[src/rtl/comm_pkg.sv]
// Shared comm-line constants and types used by the receive frame assembler
// and the FIFO that carries its output entries.
package comm_pkg;

    localparam int         SYMBOL_BITS  = 10;
    localparam logic [9:0] START_SYMBOL = 10'h1C7;
    localparam logic [9:0] STOP_SYMBOL  = 10'h133;
    localparam logic       FRAME_BIT0   = 1'b1;
    localparam logic       FRAME_BIT9   = 1'b0;

    typedef struct packed {
        logic [7:0] data;
        logic       eop;
        logic       err;
    } fifo_entry_t;

    typedef enum logic [1:0] {
        IDLE,
        START,
        COLLECT
    } fa_state_t;

    function automatic logic framing_ok(input logic [9:0] sym);
        return (sym[0] == FRAME_BIT0) && (sym[9] == FRAME_BIT9);
    endfunction

endpackage

[src/rtl/comm_sync_fifo.sv]
// Single-clock show-ahead FIFO; a push into a full FIFO is accepted only when
// a pop frees a slot in the same cycle.
module comm_sync_fifo #(
    parameter int DEPTH = 16,
    parameter int AW    = 4,
    parameter int WIDTH = 8
) (
    input  logic             clk,
    input  logic             rst_n,
    input  logic             push,
    input  logic [WIDTH-1:0] push_data,
    input  logic             pop,
    output logic [WIDTH-1:0] head,
    output logic             full,
    output logic             empty
);

    logic [WIDTH-1:0] mem [DEPTH];
    logic [AW-1:0]    wr_ptr;
    logic [AW-1:0]    rd_ptr;
    logic [AW:0]      count;
    logic             do_push;
    logic             do_pop;

    assign empty   = (count == '0);
    assign full    = (count == (AW+1)'(DEPTH));
    assign do_pop  = pop && !empty;
    assign do_push = push && (!full || do_pop);

    // NOTE: sequential state uses non-blocking assignments so every register
    // samples pre-edge values regardless of statement order.
    always_ff @(posedge clk or negedge rst_n) begin
        if (!rst_n) begin
            wr_ptr <= '0;
            rd_ptr <= '0;
            count  <= '0;
        end else begin
            if (do_push) wr_ptr <= wr_ptr + 1'b1;
            if (do_pop)  rd_ptr <= rd_ptr + 1'b1;
            unique case ({do_push, do_pop})
                2'b10:   count <= count + 1'b1;
                2'b01:   count <= count - 1'b1;
                default: ;
            endcase
        end
    end

    // NOTE: storage is not reset; the pointers define what is valid and the
    // head is forced to zero while empty, so stale contents never escape.
    always_ff @(posedge clk) begin
        if (do_push) mem[wr_ptr] <= push_data;
    end

    assign head = empty ? '0 : mem[rd_ptr];

endmodule

[src/rtl/comm_frame_assembler.sv]
// Groups decoder bits into 10-bit symbols, strips framing from data symbols
// and queues payload bytes plus an end-of-packet marker for the packet handler.
module comm_frame_assembler
    import comm_pkg::*;
#(
    parameter int FIFO_DEPTH = 16,
    parameter int FIFO_AW    = 4
) (
    input  logic       inclk,
    input  logic       rst_n,
    input  logic       new_bit,
    input  logic       decoded_bit,
    input  logic       decoding,
    output logic [7:0] out_data,
    output logic       out_eop,
    output logic       out_err,
    output logic       out_valid,
    input  logic       out_ready,
    input  logic       err_clear,
    output logic       overflow,
    output logic       truncated,
    output logic [7:0] pkt_count
);

    fa_state_t   state, state_nxt;
    logic [3:0]  bit_cnt, bit_cnt_nxt;
    logic [9:0]  sym, sym_nxt;
    logic        pkt_err, pkt_err_nxt;
    logic        new_bit_d;
    logic        bit_stb;
    logic        last_bit;
    logic [9:0]  full_sym;
    logic        push_q, push_nxt;
    fifo_entry_t push_entry_q, push_entry_nxt;
    logic        trunc_set;
    logic        pkt_inc;
    fifo_entry_t head_entry;
    logic        fifo_full;
    logic        fifo_empty;
    logic        ovf_set;

    assign bit_stb  = new_bit && !new_bit_d;
    assign last_bit = bit_stb && (bit_cnt == 4'(SYMBOL_BITS - 1));
    // Bits arrive LSB-first, so each new bit enters at the top of the shifter.
    assign full_sym = {decoded_bit, sym[9:1]};

    // NOTE: every output of this block gets a default first, so no path can
    // leave a value unassigned and infer a latch.
    always_comb begin
        state_nxt      = state;
        bit_cnt_nxt    = bit_cnt;
        sym_nxt        = sym;
        pkt_err_nxt    = pkt_err;
        push_nxt       = 1'b0;
        push_entry_nxt = '0;
        trunc_set      = 1'b0;
        pkt_inc        = 1'b0;
        unique case (state)
            IDLE: begin
                if (bit_stb && decoding) begin
                    state_nxt   = START;
                    bit_cnt_nxt = 4'd1;
                end
            end
            START: begin
                if (!decoding) begin
                    state_nxt   = IDLE;
                    bit_cnt_nxt = '0;
                end else if (last_bit) begin
                    state_nxt   = COLLECT;
                    bit_cnt_nxt = '0;
                    pkt_err_nxt = 1'b0;
                end else if (bit_stb) begin
                    bit_cnt_nxt = bit_cnt + 4'd1;
                end
            end
            COLLECT: begin
                if (!decoding) begin
                    trunc_set   = (bit_cnt != '0);
                    state_nxt   = IDLE;
                    bit_cnt_nxt = '0;
                end else if (bit_stb) begin
                    sym_nxt     = full_sym;
                    bit_cnt_nxt = bit_cnt + 4'd1;
                    if (last_bit) begin
                        bit_cnt_nxt = '0;
                        if (full_sym == STOP_SYMBOL) begin
                            push_nxt       = 1'b1;
                            push_entry_nxt = '{data: 8'h00, eop: 1'b1, err: pkt_err};
                            pkt_inc        = 1'b1;
                            state_nxt      = IDLE;
                        end else if (framing_ok(full_sym)) begin
                            push_nxt       = 1'b1;
                            push_entry_nxt = '{data: full_sym[8:1], eop: 1'b0, err: 1'b0};
                        end else begin
                            pkt_err_nxt = 1'b1;
                        end
                    end
                end
            end
            default: state_nxt = IDLE;
        endcase
    end

    always_ff @(posedge inclk or negedge rst_n) begin
        if (!rst_n) begin
            state        <= IDLE;
            bit_cnt      <= '0;
            sym          <= '0;
            pkt_err      <= 1'b0;
            new_bit_d    <= 1'b0;
            push_q       <= 1'b0;
            push_entry_q <= '0;
        end else begin
            state        <= state_nxt;
            bit_cnt      <= bit_cnt_nxt;
            sym          <= sym_nxt;
            pkt_err      <= pkt_err_nxt;
            new_bit_d    <= new_bit;
            push_q       <= push_nxt;
            push_entry_q <= push_entry_nxt;
        end
    end

    comm_sync_fifo #(
        .DEPTH (FIFO_DEPTH),
        .AW    (FIFO_AW),
        .WIDTH ($bits(fifo_entry_t))
    ) u_fifo (
        .clk       (inclk),
        .rst_n     (rst_n),
        .push      (push_q),
        .push_data (push_entry_q),
        .pop       (out_ready),
        .head      (head_entry),
        .full      (fifo_full),
        .empty     (fifo_empty)
    );

    // A full FIFO is never empty, so out_ready alone means a pop happens.
    assign ovf_set = push_q && fifo_full && !out_ready;

    always_ff @(posedge inclk or negedge rst_n) begin
        if (!rst_n) begin
            overflow  <= 1'b0;
            truncated <= 1'b0;
            pkt_count <= '0;
        end else begin
            if (ovf_set)        overflow <= 1'b1;
            else if (err_clear) overflow <= 1'b0;
            if (trunc_set)      truncated <= 1'b1;
            else if (err_clear) truncated <= 1'b0;
            if (pkt_inc)        pkt_count <= pkt_count + 8'd1;
        end
    end

    assign out_valid = !fifo_empty;
    assign out_data  = head_entry.data;
    assign out_eop   = head_entry.eop;
    assign out_err   = head_entry.err;

endmodule

[config.mk]
export PLATFORM = sky130hd
export DESIGN_NAME = comm_frame_assembler
export DESIGN_NICKNAME = d
export VERILOG_FILES = /design/src/rtl/comm_pkg.sv /design/src/rtl/comm_sync_fifo.sv /design/src/rtl/comm_frame_assembler.sv
export SDC_FILE = /design/constraint.sdc
export NUM_CORES = 1
export LEC_CHECK = 0
export CAP_MARGIN = 20
export CORE_MARGIN = 3
export CORE_UTILIZATION = 55
export CTS_CLUSTER_SIZE = 8
export DETAILED_ROUTE_END_ITERATION = 6
export PLACE_DENSITY = 0.75
export SLEW_MARGIN = 20
export SYNTH_ARGS = -nofsm -noshare
export SYNTH_HDL_FRONTEND = slang
export SYNTH_SLANG_ARGS = --single-unit
[constraint.sdc]
create_clock -name inclk -period 2.9 [get_ports inclk]
set_input_delay 0.435 -clock inclk [delete_from_list [all_inputs] [get_ports inclk]]
set_output_delay 0.435 -clock inclk [all_outputs]
set_load 0.02 [all_outputs]
==> results of run 1 <==
[per-stage QoR]
step                worst slack (ns)  total power [mW]  area, um2
detailed placement           0.09259             3.613       9495
global route                -0.04825             6.898      10490
CTS                         -0.05871             6.717      10430
global placement              0.1441             3.597       9495
floorplan                   0.005193             3.527       8818
finish                       0.01743             6.658      10490
[flip-flops by register name (all words and copies together) (netlist names)]
| register | flops |
|---|---|
| u_fifo.mem | 160 |
| push_entry_q | 10 |
| sym | 9 |
| pkt_count | 8 |
| u_fifo.count | 5 |
| bit_cnt | 4 |
| u_fifo.rd_ptr | 4 |
| u_fifo.wr_ptr | 4 |
| state | 2 |
| new_bit_d | 1 |
| overflow | 1 |
| pkt_err | 1 |
| push_q | 1 |
| truncated | 1 |
[worst max-delay path, cell delays in order (launching register included)]
cell	delay, ns
dfrtp_2	0.36
buf_12	0.14
buf_4	0.12
mux4_2	0.47
mux2_2	0.28
o21ai_0	0.18
a21oi_1	0.12
buf_2	0.24
[power by group through the flow]
stage	logic, mW	clock network, mW	registers [mW]
after floorplan	0.181	0	3.35
after global placement	0.249	0	3.35
after detailed placement	0.261	0	3.35
after CTS	0.263	3.16	3.30
after global routing	0.299	3.30	3.30
final	0.261	3.10	3.30
[logic make-up after synthesis]
group | count (synthesis) | share of synthesized area
compound gates | 48 | 0.03506
xor+xnor | 17 | 0.01689
fa+ha+maj | 17 | 0.02413
buf+inv | 41 | 0.02484
flops | 211 | 0.6899
mux | 73 | 0.1449
simple gates | 98 | 0.06430
[per-layer routing]
metal / wire length [um] / up-vias / share of wire
met4: 318 / 0 / 0.018
met2: 8762 / 166 / 0.50
met3: 1014 / 24 / 0.058
met1: 7370 / 2489 / 0.42
li1: - / 2139 / -
met5: 0 / - / 0
[final cells by class]
| cell class | instances | area, um2 |
|---|---|---|
| fill | 1017 | 4938 |
| timing repair buffer | 65 | 624.3 |
| clock inverter | 2 | 23.77 |
| tap | 211 | 264.0 |
| multi-input combinational | 253 | 2587 |
| sequential | 211 | 6083 |
| inverter | 18 | 72.57 |
| clock buffer | 52 | 833.3 |
[path summary, 6_finish.rpt]
| check | to | slack (ns) | cells after the start |
|---|---|---|---|
| max | out_eop | 0.02 | 7 |
| min | pkt_count[1] | 0.003 | 2 |
| max reg2reg | u_fifo.count[4] | 0.18 | 11 |
| min reg2reg | pkt_count[7] | 0.47 | 1 |
| max in group asynchronous | u_fifo.rd_ptr[0] | 2.42 | 2 |
| min in group inclk | new_bit_d | 0.44 | 1 |
[synth_stat cells (all sizes together), types with 2 or more instances]
cell	number	share of area
edfxtp	160	0.55
dfrtp	51	0.14
mux4	40	0.10
mux2	22	0.028
buf	19	0.015
ha	17	0.024
inv	17	0.0072
nand2	16	0.0071
o21ai	16	0.0095
nor2	15	0.0067
a21oi	13	0.0074
xnor2	12	0.012
mux2i	11	0.012
nor3	9	0.0051
and3	8	0.0057
nand3	8	0.0045
and2	7	0.0050
nor4	6	0.0043
xor2	5	0.0050
clkbuf	4	0.0017
nand3b	4	0.0034
nand4	4	0.0028
nor3b	4	0.0034
and3b	3	0.0030
a221o	2	0.0023
a22o	2	0.0020
a2bb2oi	2	0.0020
nand2b	2	0.0014
nand4b	2	0.0020
nor2b	2	0.0014
o21a	2	0.0017
o31ai	2	0.0017
or2	2	0.0017
or3	2	0.0026
[repair_timing]
| item | in CTS | in global routing |
|---|---|---|
| gates cloned | 2 | 0 |
| pin swaps | 0 | 1 |
| setup buffers | 3 | 2 |
| hold buffers | 0 | 0 |
| endpoints found under the setup margin | 10 | 11 |
| resized for setup | 47 | 26 |
==> metrics, run 1 <==
run status finished clean; Final nets 603; YS warnings 0; maxcap violations 0; IO Pins 28; Max IR drop VDD 521.4 uV; Tightest Pin Transition 0.8986 ns; core region area 15430 um2; pwr dens 634.8 nW/um2; Total Routing Usage GR 0.2026; H-tree depth 1; clk_lat worst skew 0.53 ns; Crit path arrival time 2.45 ns; most used flip-flop cell after synthesis edfxtp_1; vias per inst 5.933; syn_area_per_cell 17.45 um2; Critical R2R Launch u_fifo.count[3]; Mapped Cells 505; P_sw 1.361 mW; Async SR Flop Fraction 0.2417; Mapped Area 8815 um2; Period Utilization, post-route 0.9940; clock-pin slew on the worst setup and hold paths 0.05 ns; Crit. End Element output port; largest net degree at the start of global routing 52; endpoints failing setup 0; Post-DP HPWL 10510 um; Sinks on Clock Net 211; leakage 4.034 nW; post-synthesis sequential area ratio 0.6899; Int Pwr 5.298 mW; commonest non-fill, non-tap cell in the layout edfxtp_1; Hold Crit Class primary input to asynchronous set/reset pin; clk root buf clkbuf_16; Num CTS Buffers 30; setup_tns 0 ns; Syn Nets 529; critical path class flop to output port; WL final 17470 um; Detailed Route Iter0 Violations 493; ANT cells 0; CP startpoint u_fifo.rd_ptr[1]; met2 Use GR 0.3364; Area growth syn-to-layout 18.99%; WL/cell 21.51 um; Rel. slew slack 0.4009; Tmin final 2.883 ns; Sw Ratio 0.2044; RSZ-0062 raised after global routing true; die height 132.6 um; total die area 17580 um2; Min Hold Slack 0.003011 ns; combinational group share of total power 0.039; clock network fraction of design power 0.466; part of the power in registers 0.495; GP Congestion 0.8388; TritonCTS clock tree built; routed vias 4818; Die X 132.6 um; Post-synth EDFFs 160; post-route DRC violation count 0; peak-usage layer in the global routing report met2; Fin. Hold Viols 0; end-of-flow core utilization 0.6799; DP Cell Count 751; Initial Util 0.5714; Synth Register Bits 211; CP startpoint kind flop; GRT overflow 0; vias in the first global route 4956; port bufs 27; Max clock buf depth 3; distinct cell type count after synthesis 58; Post-Route Skew 0.02139 ns; DRT Pass-1 Iters 5; FMAX 346.9 MHz; max-slew violation count 0; global-route wire length before repair 27780 um; post-route insts no fill 812; met1 Usage GRT 0.2802; CP Max Fanout 6; post-route ant nets 0; commonest non-fill, non-tap cells in the layout edfxtp_1, dfrtp_1, mux4_2, buf_4, clkbuf_16; met3 Usage GRT 0.03536; initial antenna violation count 0; Req. time, crit path 2.47 ns; ratio of cells with drive above 1 in the final layout 0.2712; row cnt 45
Power figures use the tool's default switching activity.
==> inputs of run 2 (changes only) <==
Settings changed: CELL_PAD_IN_SITES_DETAIL_PLACEMENT set to 2, CELL_PAD_IN_SITES_GLOBAL_PLACEMENT set to 2, CORE_UTILIZATION 55 to 42, PLACE_DENSITY 0.75 to unset, PLACE_DENSITY_LB_ADDON set to 0.1.
==> run 2 against run 1 <==
  * Clock skew decreased by 0.0037 ns
  * Via count hardly changed
  * Flip-flop and latch count stayed put
  * Setup slack improved by 0.012 ns
  * Sequential power about the same
  * Routed wire length grew 32%
  * Largest power group unchanged
  * Highest routed layer unchanged
  * Worst hold slack gained 0.43 ns
  * First-iteration DRC count shrank 43%
  * Global-route usage grew 0.48 points
  * Clock power grew 5%
==> metrics, run 2 (synthesis results as in run 1) <==
initial antenna violation count 0 (unchanged); Period Utilization, post-route 0.9898 (-0.004227); DRT Pass-1 Iters 4 (-1); Detailed Route Iter0 Violations 280 (-43%); routed vias 4819 (+0.021%); CP startpoint u_fifo.rd_ptr[1]; Sinks on Clock Net 211 (unchanged); Hold Crit Class primary input to flop; WL/cell 26.05 um (+21%); post-route DRC violation count 0 (unchanged); endpoints failing setup 0 (unchanged); Worst Hold Depth 1; ratio of cells with drive above 1 in the final layout 0.2850 (+0.01380); RSZ-0062 raised after global routing true; Final nets 614 (+1.8%); largest net degree at the start of global routing 43 (-17%); clk_lat worst skew 0.53 ns (about the same); GP Congestion 0.7727 (-7.9%); Hold Path End new_bit_d; R2R Setup Slk 0.17 ns (about the same); max reg flops 160 (unchanged); commonest non-fill, non-tap cells in the layout edfxtp_1, dfrtp_1, buf_4; Num CTS Buffers 30 (unchanged); die height 150.9 um (+14%); global-route wire length before repair 34980 um (+26%); WL final 23030 um (+32%); pwr dens 642.4 nW/um2 (+1.2%); Die X 150.9 um (+14%); vias in the first global route 5548 (+12%); Reg with most FFs u_fifo.mem; Req. time, crit path 2.47 ns (about the same); CP startpoint kind flop; port bufs 27 (unchanged); Max IR drop VDD 376.0 uV (-28%); post-route insts no fill 884 (+8.9%); Post-DP HPWL 14520 um (+38%); hold wc startpoint new_bit; end-of-flow core utilization 0.5207 (-0.1592); total die area 22760 um2 (+29%); ANT cells 0 (unchanged); vias per inst 5.451 (-8.1%); worst-case reg-to-reg path depth 11 (unchanged); clock-pin slew on the worst setup and hold paths 0.05 ns (about the same); Crit. End Element output port; Critical R2R Launch u_fifo.count[3]; IO Pins 28 (unchanged); Tightest Pin Transition 0.9381 ns (+0.03954 ns); CP Max Fanout 8 (+2); post-route ant nets 0 (unchanged); largest registers u_fifo.mem: 160 flops, push_entry_q: 10 flops, sym: 9 flops; TritonCTS clock tree built; worst stage delay on the critical path 0.52 ns (+0.05 ns); reg2reg end u_fifo.count[4]; maxcap violations 0 (unchanged); H-tree depth 1 (unchanged); clk root buf clkbuf_16; run status finished clean; leakage 4.075 nW (+1.0%); Tmin final 2.870 ns (-0.01226 ns); max-slew violation count 0 (unchanged); DP Cell Count 820 (+9.2%); Crit path arrival time 2.44 ns (about the same); row cnt 52 (+16%); Total Routing Usage GR 0.2074 (+0.004814); commonest non-fill, non-tap cell in the layout edfxtp_1; Rel. slew slack 0.3746 (-0.02636); core region area 20430 um2 (+32%); Initial Util 0.4315 (-0.1399); Max clock buf depth 3 (unchanged); slowest stage cell on the critical path mux4_2; CP Cell Sequence buf_12 -> buf_6 -> mux4_2 -> mux2_4 -> o21ai_2 -> a21oi_2 -> buf_4; Post-Route Skew 0.01769 ns (-0.003697 ns); Area growth syn-to-layout 20.68%; Fin. Hold Viols 0 (unchanged); GRT overflow 0 (unchanged); critical path class flop to output port; FMAX 348.4 MHz (+0.43%)
## run 2: changes by cell type in the layout (fill, tap and decap cells not counted), sizes merged
cell and delta:
dlymetal6s2s -1, dlygate4sd3 +1, clkbuf +3, clkinv -1
dlygate4sd2 +1, buf +10
## run 2: per-layer routing
layer / vias to the layer above / GRT usage / wire, um
met1: 2526 / 0.2735 / 9572
met3: 29 / 0.02992 / 1011
met4: 0 / 0.04261 / 289
met5: - / 0 / 0
li1: 2158 / - / -
met2: 106 / 0.3684 / 12160
## run 2: how the worst max path moves through the flow
stage,end,slack (ns),depth (start not counted)
4_1_cts,out_data[2],-0.009,7
5_1_grt,out_eop,-0.08,7
3_3_place_gp,u_fifo.count[4],0.1,11
2_1_floorplan,u_fifo.count[4],0.005,13
3_5_place_dp,u_fifo.count[4],-0.03,11
6_report,out_data[3],0.03,7
## run 2: per-stage QoR
| step | hold WS, ns | power, mW | TNS [ns] | area, um2 | setup WS, ns |
|---|---|---|---|---|---|
| floorplan | 0.1394 | 3.527 | 0 | 8818 | 0.005193 |
| global placement | 0.4576 | 3.628 | 0 | 9644 | 0.09771 |
| detailed placement | 0.4618 | 3.652 | -0.02984 | 9644 | -0.02984 |
| CTS | 0.1056 | 6.909 | -0.03250 | 10540 | -0.008828 |
| global route | 0.4221 | 7.077 | -0.3522 | 10640 | -0.07768 |
| finish | 0.4370 | 6.833 | 0 | 10640 | 0.02969 |
## run 2: timing repair
item,4_1_cts,5_1_grt
hold buffers,0,1
setup endpoints to repair,12,8
setup buffers,6,1
endpoints found under the hold margin,0,41
pin swaps,0,3
gates resized for setup,49,26
## run 2: critical path: cells and delay by family (launching register included)
family | cells | cell delay, ns
AO/OA/AOI/OAI | 2 | 0.17
buffers and inverters | 3 | 0.46
multiplexers | 2 | 0.81
flip-flops | 1 | 0.46
## run 2: cell type report
cell class | count | area, um2
clock buffers | 55 | 865.8
clock inverters | 1 | 7.507
fillers | 1874 | 9792
inverters | 18 | 72.57
multi-input cells | 253 | 2600
flip-flops and latches | 211 | 6083
well taps | 270 | 337.8
repair buffers | 76 | 670.6
## run 2: power breakdown
| part | switching [mW] | leakage (nW) | internal (mW) |
|---|---|---|---|
| clock | 1.26 | 0.411 | 1.98 |
| sequential | 0.0436 | 2.34 | 3.26 |
| combinational | 0.163 | 1.33 | 0.132 |
| total | 1.46 | 4.07 | 5.37 |
